### src/rtl/alu_pkg.sv
// alu_pkg: shared definitions for the sequential ALU.
//   CMD_W        width of the command field
//   alu_cmd_e    operation codes (values 9..15 are illegal)
//   alu_state_e  control state of alu_seq (IDLE / BUSY)
package alu_pkg;

    localparam int CMD_W = 4;

    typedef enum logic [CMD_W-1:0] {
        CMD_ADD  = 4'd0,
        CMD_SUB  = 4'd1,
        CMD_XOR  = 4'd2,
        CMD_SLT  = 4'd3,
        CMD_AND  = 4'd4,
        CMD_NAND = 4'd5,
        CMD_NOR  = 4'd6,
        CMD_OR   = 4'd7,
        CMD_MUL  = 4'd8
    } alu_cmd_e;

    typedef enum logic {
        IDLE = 1'b0,
        BUSY = 1'b1
    } alu_state_e;

endpackage

### src/rtl/alu_mul_seq.sv
// alu_mul_seq: iterative unsigned shift-add multiplier, one multiplier bit
// per clock.
//   clk, reset_n   clock, asynchronous active-low reset
//   start          load operands and begin WIDTH iterations
//   multiplicand   operand captured on start
//   multiplier     operand captured on start
//   lo, hi         low / high product halves, valid while done is high
//   done           high during the cycle whose rising edge performs the
//                  final iteration
module alu_mul_seq #(
    parameter int WIDTH = 32
) (
    input  logic             clk,
    input  logic             reset_n,
    input  logic             start,
    input  logic [WIDTH-1:0] multiplicand,
    input  logic [WIDTH-1:0] multiplier,
    output logic [WIDTH-1:0] lo,
    output logic [WIDTH-1:0] hi,
    output logic             done
);

    localparam int CNT_W = $clog2(WIDTH + 1);

    logic [WIDTH-1:0] mcand_q;
    logic [WIDTH-1:0] acc_q;
    logic [WIDTH-1:0] mplr_q;
    logic [CNT_W-1:0] cnt_q;

    logic [WIDTH:0]   addend;
    logic [WIDTH:0]   add_sum;
    logic [WIDTH-1:0] acc_next;
    logic [WIDTH-1:0] mplr_next;

    // {acc, mplr} is one 2*WIDTH product register: each step adds the
    // multiplicand into the upper half when the current multiplier LSB is
    // set, then shifts the whole register right by one.
    always_comb begin
        addend    = mplr_q[0] ? {1'b0, mcand_q} : '0;
        add_sum   = {1'b0, acc_q} + addend;
        acc_next  = add_sum[WIDTH:1];
        mplr_next = {add_sum[0], mplr_q[WIDTH-1:1]};
    end

    // Exposing the post-iteration value lets the owner capture the product
    // on the same edge that performs the last step.
    assign done = (cnt_q == CNT_W'(1));
    assign lo   = mplr_next;
    assign hi   = acc_next;

    always_ff @(posedge clk or negedge reset_n) begin
        if (!reset_n) begin
            mcand_q <= '0;
            acc_q   <= '0;
            mplr_q  <= '0;
            cnt_q   <= '0;
        end else if (start) begin
            mcand_q <= multiplicand;
            acc_q   <= '0;
            mplr_q  <= multiplier;
            cnt_q   <= CNT_W'(WIDTH);
        end else if (cnt_q != '0) begin
            acc_q  <= acc_next;
            mplr_q <= mplr_next;
            cnt_q  <= cnt_q - CNT_W'(1);
        end
    end

endmodule

### src/rtl/alu_seq.sv
// alu_seq: handshaked ALU with registered result and flags, plus an
// iterative multi-cycle MUL.
//   clk, reset_n            clock, asynchronous active-low reset
//   in_valid / in_ready     operand handshake (a, b, command)
//   a, b                    two's-complement operands
//   command                 alu_cmd_e code; 9..15 raise err
//   out_valid / out_ready   result handshake
//   result                  registered result
//   carryout, overflow,
//   zero, err               registered flags
//   state                   current control state (debug observation)
//
// Handshake: a transfer happens on a rising edge where valid and ready are
// both high. in_ready is high in IDLE when the output register is empty or
// being drained this cycle, so single-cycle ops stream at one per clock.
// The output register holds steady while out_valid && !out_ready.
module alu_seq
    import alu_pkg::*;
#(
    parameter int WIDTH = 32
) (
    input  logic             clk,
    input  logic             reset_n,
    input  logic             in_valid,
    output logic             in_ready,
    input  logic [WIDTH-1:0] a,
    input  logic [WIDTH-1:0] b,
    input  logic [CMD_W-1:0] command,
    output logic             out_valid,
    input  logic             out_ready,
    output logic [WIDTH-1:0] result,
    output logic             carryout,
    output logic             overflow,
    output logic             zero,
    output logic             err,
    output alu_state_e       state
);

    alu_state_e       state_q, state_d;
    logic             ov_q, ov_d;
    logic [WIDTH-1:0] res_q, res_d;
    logic             c_q, c_d;
    logic             v_q, v_d;
    logic             z_q, z_d;
    logic             e_q, e_d;

    logic             accept;
    logic             is_mul;
    logic             mul_start;
    logic [WIDTH-1:0] mul_lo;
    logic [WIDTH-1:0] mul_hi;
    logic             mul_done;

    logic [WIDTH:0]   add_sum;
    logic [WIDTH:0]   sub_sum;
    logic             add_ovf;
    logic             sub_ovf;
    logic [WIDTH-1:0] alu_res;
    logic             alu_c;
    logic             alu_v;
    logic             alu_e;

    assign in_ready  = (state_q == IDLE) && (!ov_q || out_ready);
    assign accept    = in_valid && in_ready;
    assign is_mul    = (command == CMD_MUL);
    assign mul_start = accept && is_mul;

    alu_mul_seq #(.WIDTH(WIDTH)) u_mul (
        .clk          (clk),
        .reset_n      (reset_n),
        .start        (mul_start),
        .multiplicand (a),
        .multiplier   (b),
        .lo           (mul_lo),
        .hi           (mul_hi),
        .done         (mul_done)
    );

    // Single-cycle datapath. SUB is a + ~b + 1 so its carry is the
    // unsigned "a >= b" indication; SLT reuses it with sign ^ overflow.
    always_comb begin
        add_sum = {1'b0, a} + {1'b0, b};
        sub_sum = {1'b0, a} + {1'b0, ~b} + (WIDTH + 1)'(1);
        add_ovf = (a[WIDTH-1] == b[WIDTH-1]) && (add_sum[WIDTH-1] != a[WIDTH-1]);
        sub_ovf = (a[WIDTH-1] != b[WIDTH-1]) && (sub_sum[WIDTH-1] != a[WIDTH-1]);

        alu_res = '0;
        alu_c   = 1'b0;
        alu_v   = 1'b0;
        alu_e   = 1'b0;
        case (command)
            CMD_ADD: begin
                alu_res = add_sum[WIDTH-1:0];
                alu_c   = add_sum[WIDTH];
                alu_v   = add_ovf;
            end
            CMD_SUB: begin
                alu_res = sub_sum[WIDTH-1:0];
                alu_c   = sub_sum[WIDTH];
                alu_v   = sub_ovf;
            end
            CMD_SLT:  alu_res = {{(WIDTH-1){1'b0}}, sub_sum[WIDTH-1] ^ sub_ovf};
            CMD_XOR:  alu_res = a ^ b;
            CMD_AND:  alu_res = a & b;
            CMD_NAND: alu_res = ~(a & b);
            CMD_NOR:  alu_res = ~(a | b);
            CMD_OR:   alu_res = a | b;
            CMD_MUL:  alu_res = '0;
            default:  alu_e   = 1'b1;
        endcase
    end

    // Next-state and output-register logic.
    always_comb begin
        state_d = state_q;
        ov_d    = ov_q;
        res_d   = res_q;
        c_d     = c_q;
        v_d     = v_q;
        z_d     = z_q;
        e_d     = e_q;
        case (state_q)
            IDLE: begin
                if (accept) begin
                    if (is_mul) begin
                        // Any drained result is gone; nothing new until the
                        // product is ready.
                        state_d = BUSY;
                        ov_d    = 1'b0;
                    end else begin
                        ov_d  = 1'b1;
                        res_d = alu_res;
                        c_d   = alu_c;
                        v_d   = alu_v;
                        z_d   = (alu_res == '0);
                        e_d   = alu_e;
                    end
                end else if (ov_q && out_ready) begin
                    ov_d = 1'b0;
                end
            end
            BUSY: begin
                if (mul_done) begin
                    state_d = IDLE;
                    ov_d    = 1'b1;
                    res_d   = mul_lo;
                    c_d     = (mul_hi != '0);
                    v_d     = 1'b0;
                    z_d     = (mul_lo == '0);
                    e_d     = 1'b0;
                end
            end
            default: state_d = IDLE;
        endcase
    end

    always_ff @(posedge clk or negedge reset_n) begin
        if (!reset_n) begin
            state_q <= IDLE;
            ov_q    <= 1'b0;
            res_q   <= '0;
            c_q     <= 1'b0;
            v_q     <= 1'b0;
            z_q     <= 1'b0;
            e_q     <= 1'b0;
        end else begin
            state_q <= state_d;
            ov_q    <= ov_d;
            res_q   <= res_d;
            c_q     <= c_d;
            v_q     <= v_d;
            z_q     <= z_d;
            e_q     <= e_d;
        end
    end

    assign out_valid = ov_q;
    assign result    = res_q;
    assign carryout  = c_q;
    assign overflow  = v_q;
    assign zero      = z_q;
    assign err       = e_q;
    assign state     = state_q;

endmodule

### config.mk
export PLATFORM = sky130hd
export DESIGN_NAME = alu_seq
export DESIGN_NICKNAME = d
export VERILOG_FILES = /design/src/rtl/alu_pkg.sv /design/src/rtl/alu_mul_seq.sv /design/src/rtl/alu_seq.sv
export SDC_FILE = /design/constraint.sdc
export NUM_CORES = 1
export LEC_CHECK = 0
export CAP_MARGIN = 25
export CORE_ASPECT_RATIO = 0.9
export CORE_UTILIZATION = 30
export DETAILED_ROUTE_END_ITERATION = 10
export GPL_ROUTABILITY_DRIVEN = 0
export SLEW_MARGIN = 30
export SYNTH_ARGS = -nofsm -noshare
export SYNTH_HDL_FRONTEND = slang
export SYNTH_SLANG_ARGS = --single-unit
export TNS_END_PERCENT = 5
### constraint.sdc
create_clock -name clk -period 3.7 [get_ports clk]
set_input_delay 1.11 -clock clk [delete_from_list [all_inputs] [get_ports clk]]
set_output_delay 1.11 -clock clk [all_outputs]
set_load 0.005 [all_outputs]
# Word-level counts from Yosys, hierarchy flattened
# Cells that the tools add are included.
[word_totals] regBits=140 inputBits=72 out_inout_bits=39 wordCells=97
[classes] add_sub_neg=5 n_eq_ne=17 n_mux=39 bitwise=8 reduce_logical=17
[ops] cell="32-bit 2-to-1 mux" n=8
[ops] cell="32-bit one-hot mux with 8 select lines" n=1
[ops] cell="32-bit NOT" n=3
[ops] cell="32-bit by 32-bit adder with 33-bit output" n=2
[ops] cell="32-bit logical NOT" n=2
[ops] cell="32-bit one-hot mux with 2 select lines" n=1
[ops] cell="32-bit by 33-bit adder with 33-bit output" n=1
[ops] cell="33-bit by 1-bit adder with 33-bit output, second input constant" n=1
[ops] cell="32-bit bitwise AND" n=1
[ops] cell="32-bit bitwise OR" n=1
[ops] cell="32-bit nonzero test" n=1
[ops] cell="32-bit bitwise XOR" n=1
[ops] cell="1-bit 2-to-1 mux" n=19
[ops] cell="4-bit by 3-bit == test with 1-bit output, second input constant" n=4
[ops] cell="1-bit one-hot mux with 2 select lines" n=8
[ops] cell="6-bit 2-to-1 mux" n=2
[ops] cell="4-bit by 2-bit == test with 1-bit output, second input constant" n=2
[ops] cell="8-bit OR reduction" n=1
[ops] cell="6-bit by 1-bit == test with 1-bit output, second input constant" n=1
[ops] cell="1-bit logical AND" n=6
[ops] cell="6-bit nonzero test" n=1
[ops] cell="6-bit by 1-bit subtractor with 6-bit output, second input constant" n=1
[ops] cell="4-bit by 1-bit == test with 1-bit output, second input constant" n=1
[ops] cell="4-bit == test, second input constant" n=1
[ops] cell="13 further kinds" n=16

# Logic depth before layout (Yosys ltp)
[logic_depth] ltp_word=11 ltp_mapped=22 ltp_nobuf=21

# Modules after synthesis
# Synthesis repeated with hierarchy kept, for this count alone.
[unflattened] hier_cells=1867 area_unflattened_um2=14933.1
[by_module_without_submodules] mod="alu_seq" n_inst=1 cells_each=1142 area_per_inst_um2=8189.1 seq_area_each_um2=950.9
[by_module_without_submodules] mod="alu_mul_seq" n_inst=1 cells_each=725 area_per_inst_um2=6744.0 seq_area_each_um2=2552.4

# Worst setup path after synthesis
# OpenSTA, ideal clock, no wires.
[synth_timing] kind="input-to-reg" start="input a[12]" end="register z_q, in the netlist zero" setup_time_ns=0.090 arrival_time_ns=5.222 required_time_ns=3.610 slack_ns=-1.612 path_stages=21 path_buffers=1 path_cell_list="inv_1 ha_1 clkbuf_1 nor4_1 nand3_1 o211ai_1 a2111o_1 a2111o_1 a31oi_1 o21bai_1 fa_1 a31oi_1 a221o_1 or4b_1 nor3b_1 nand4_1 nor4_1 nand4_1 nor4_1 nand4b_1 o31ai_4"
[synth_between] elab_chain_cells=10 elab_cells_between_ends=16 cone_classes="add/sub: 3; eq/ne: 1; mux: 4; bitwise: 6; reduce/logical: 2"
[synth_lines] element="start, declared" line="alu_seq.sv:26" text="input logic [WIDTH-1:0] a,"
[synth_lines] element="32-bit by 32-bit adder with 33-bit output" line="alu_seq.sv:83" text="sub_sum = {1'b0, a} + {1'b0, ~b} + (WIDTH + 1)'(1);"
[synth_lines] element="33-bit by 1-bit adder with 33-bit output" line="alu_seq.sv:83"
[synth_lines] element="1-bit inequality test" line="alu_seq.sv:85" text="sub_ovf = (a[WIDTH-1] != b[WIDTH-1]) && (sub_sum[WIDTH-1] != a[WIDTH-1]);"
[synth_lines] element="1-bit logical AND" line="alu_seq.sv:85"
[synth_lines] element="1-bit bitwise XOR" line="alu_seq.sv:102" text="CMD_SLT: alu_res = {{(WIDTH-1){1'b0}}, sub_sum[WIDTH-1] ^ sub_ovf};"
[synth_lines] element="32-bit one-hot mux with 8 select lines (*)" line="alu_seq.sv:91" text="case (command)"
[synth_lines] element="32-bit logical NOT (*)" line="alu_seq.sv:135" text="z_d = (alu_res == '0);"
[synth_lines] element="1-bit 2-to-1 mux (*)" line="alu_seq.sv:125" text="if (is_mul) begin"
[synth_lines] element="1-bit 2-to-1 mux (*)" line="alu_seq.sv:124" text="if (accept) begin"
[synth_lines] element="1-bit one-hot mux with 2 select lines (*)" line="alu_seq.sv:122" text="case (state_q)"
[synth_lines] element="end signal, assigned" line="alu_seq.sv:172" text="z_q <= z_d;"
[synth_lines] element="end, declared" line="alu_seq.sv:44" text="logic z_q, z_d;"
# Every way passes the cells marked *; elsewhere a longest branch is shown, timed or not. The select of a mux whose other input is x is not followed.
# A chain may end at the register's enable or synchronous reset.

# Worst setup path in the final report
[layout_timing] start="input a[1]" end="register z_q, in the netlist zero"
# The elaborated chain is that of the path after synthesis.

==> flow_summary.json <==
{
  "status": "complete, but fails checks",
  "failed_checks": "negative setup slack",
  "cp.required_ns": 4.04,
  "htreeDepth": 4,
  "initialDrtViolationCount": 1844,
  "period_minus_slack_ns": 5.31,
  "worstReg2RegStart": "u_mul.mplr_q[0]$_DFFE_PN0P_",
  "start_util_pct": 30.5,
  "synth_seq_area_share_pct": 24.6,
  "synth.distinct_cells": 91,
  "seqCellArea_sq_um": 3500,
  "worstSetupPathType": "in -> reg",
  "root_buffer": "clkbuf_16",
  "vias": 16900,
  "rsz0062_at_grt": "true",
  "io_pins": 111,
  "synthFlopType": "dfrtp_1",
  "crit_buf_inv": 3,
  "syn2layout_area_growth_pct": 52.0,
  "grt_usage_pct": 24.2,
  "postRouteAntennaNets": 0,
  "grt_pass1_wl_mm": 91.7,
  "drtPass1Iterations": 6,
  "synth_seq_cells": 140,
  "cts_tree": "yes",
  "tns_ns": -5.48,
  "rows": 75,
  "dieArea_sq_um": 48400,
  "maxCapViolCount": 0,
  "peakVddDrop_mv": 0.375,
  "syn_area_per_cell_sq_um": 7.61,
  "layout-drive-gt1-share_pct": 34.0,
  "drc": 0,
  "antennaDiodeCount": 0,
  "timing.fmax_ghz": 0.188,
  "end_kind": "flip-flop",
  "cts_inserted_buffers": 17,
  "hold_path.class": "reg -> reg",
  "yosys_warnings": 0,
  "die_w_um": 232,
  "vias_per_cell": 5.43,
  "yosys.area.top_type_share_pct": 24.6,
  "tightest_slew_ns": 0.878,
  "hold_viol": 0,
  "fin_ws_ns": -1.61,
  "yosysTopAreaCell": "dfrtp_1",
  "drv_slew": 0,
  "max_slew_margin_pct": 41.3,
  "fillers": 4502,
  "synth-edff-count": 0,
  "clock_sinks": 140,
  "cp-startpoint": "a[1]",
  "dp_hpwl_mm": 46.6,
  "gr-total-overflow": 0,
  "grt_pass1_vias": 16500,
  "syn-instance-count": 1871,
  "p_per_area_nw_per_um2": 482,
  "die_y_um": 209,
  "routedWlPerCell_um": 19.2,
  "multi_input_area_sq_um": 10800,
  "p_total_uw": 10400,
  "grt_max_degree": 90,
  "wirelength_mm": 59.7,
  "worstSetupStartpointType": "primary input",
  "cts_hold_buf": 0,
  "cp_cell_sequence": "buf_4, inv_2, ha_4, nor2_4, o311ai_4, a21o_1, o211ai_1, a2111o_1, a2111o_1, a31oi_1, o21bai_1, fa_2, a31oi_1, a221o_1, or4b_4, nor3b_2, nand4_1, nor4_2, buf_4, nand4_1, nor4_2, nand4b_1, o31ai_4",
  "syn_area_sq_um": 14200,
  "clock_latency_ns": 0.43,
  "async_reset_ff_share_pct": 100,
  "finClkSkew_ns": 0.00821,
  "synthTopCellsByArea": "dfrtp_1, ha_1, nand2_1",
  "portBuffers": 110,
  "clk_pin_slew_ns": 0.06,
  "setup_viol": 16,
  "slowest_stage": "or4b_4",
  "arrival_ns": 5.65,
  "antenna_found_initial": 9,
  "dp_slack_ns": -2.72,
  "post-route-period-util_pct": 143,
  "syn-num-nets": 2091,
  "nets": 2700,
  "core_sq_um": 46700,
  "cts_buffer_depth": 2,
  "worst_path_largest_cell_delay_ns": 0.52,
  "crit_fanout": 2,
  "cp_top_family": "compound AO/OA/AOI/OAI gates",
  "hold_path_startpoint": "u_mul.mcand_q[16]$_DFFE_PN0P_",
  "power.leakage_uw": 0.0102
}
-- report_power, final --
part,switching [uW],internal (uW),total [uW]
combinational,3040,2870,5910
sequential,570,2190,2760
clock,677,1100,1770
-- stage by stage --
stage	area, sq um	hold WS (ns)	utilization [%]	std cells
after floorplan	14300	0.442	-	1871
after global placement	20000	0.457	42.7	3039
after detailed placement	20000	0.466	42.7	3039
after CTS	21500	0.478	46.0	3109
after global routing	21700	0.493	46.3	3109
final	21700	0.475	46.3	3109
-- area by class of cell --
type / count / area share [%]
timing repair buffer: 703 / 25.5
multi-input combinational: 1517 / 50.1
sequential: 140 / 16.2
clock inverter: 13 / 0.763
inverter: 101 / 1.80
clock buffer: 19 / 2.09
tap: 616 / 3.56
-- flip-flops by register name (all words and copies together) (netlist names), 6 cells and up --
| register | cells |
|---|---|
| u_mul.mplr_q | 32 |
| u_mul.mcand_q | 32 |
| u_mul.acc_q | 32 |
| result | 32 |
| u_mul.cnt_q | 6 |
-- placed cells by master (no fill, tap or decap), types with 42 or more instances in the layout --
cell type | synthesis | layout
o21ai_0 | 109 | 100
buf_4 | 1 | 583
nor2_1 | 169 | 163
inv_2 | 4 | 42
a21oi_1 | 147 | 138
nand2_1 | 258 | 254
dfrtp_1 | 140 | 140
ha_1 | 144 | 117
xnor2_1 | 62 | 62
a31oi_1 | 47 | 44
mux2i_1 | 47 | 46
inv_1 | 97 | 56
clkdlybuf4s50_1 | 0 | 63
-- what timing repair did --
| item | 4_1_cts | 5_1_grt |
|---|---|---|
| gates resized for setup | 321 | 38 |
| endpoints found under the setup margin | 31 | 28 |
| setup buffers | 38 | 0 |
| pin swaps | 59 | 16 |
-- cells in the mapped netlist, drive strengths merged (13+ instances only) --
cell type / instances
dfrtp: 140
nor2b: 13
nor3: 39
a21oi: 148
nand2: 258
inv: 101
xor2: 13
buf: 28
nand4: 18
mux2i: 47
xnor2: 62
a211oi: 26
ha: 144
nand2b: 18
clkbuf: 85
nor2: 169
and3: 14
o31ai: 13
nand3: 32
o211ai: 20
o21bai: 17
o21ai: 124
nor4: 29
a31oi: 47
and2: 39
or3: 15
a21o: 32
o21a: 15
-- worst paths after layout --
check | endpoint | slack [ns] | depth (start not counted)
worst max register to register | carryout$_DFFE_PN0P_ | -0.44 | 15
max in group asynchronous | u_mul.acc_q[23]$_DFFE_PN0P_ | 2.20 | 2
worst min-delay path | u_mul.mcand_q[16]$_DFFE_PN0P_ | 0.47 | 2
worst max-delay path | zero$_DFFE_PN0P_ | -1.61 | 23
worst min register to register | u_mul.mcand_q[16]$_DFFE_PN0P_ | 0.47 | 2
min in group asynchronous | u_mul.acc_q[3]$_DFFE_PN0P_ | 0.67 | 1
-- worst register-to-register path: stages (launching register included) --
cell and delay [ns]:
dfrtp_1 0.40, buf_4 0.22, and2_1 0.19, ha_1 0.35, nand2_1 0.09, o21ai_1 0.22
a21oi_2 0.08, o211ai_1 0.42, a211oi_2 0.20, buf_4 0.18, a2111oi_2 0.36, nand4b_1 0.13
or4_1 0.53, nor4_2 0.18, nand3_1 0.17, a211o_1 0.32
-- layer usage --
metal,global-route usage [%],wire (um)
met1,32.4,25800
met2,38.6,26900
met3,3.78,4660
met4,9.71,2330
met5,0,11
-- cells by family (layout without fill, tap and decap cells) --
| kind of cell | count (synthesis) | count (layout) | synth area share, % |
|---|---|---|---|
| XOR/XNOR | 75 | 75 | 4.61 |
| flip-flops | 140 | 140 | 24.6 |
| adder cells (fa/ha/maj) | 148 | 148 | 13.2 |
| buffers and inverters | 214 | 836 | 5.82 |
| AND/OR/NAND/NOR | 691 | 691 | 23.0 |
| AO/OA/AOI/OAI | 554 | 554 | 25.3 |
| multiplexers | 49 | 49 | 3.46 |
No activity file was read; power rests on OpenSTA's default activity.
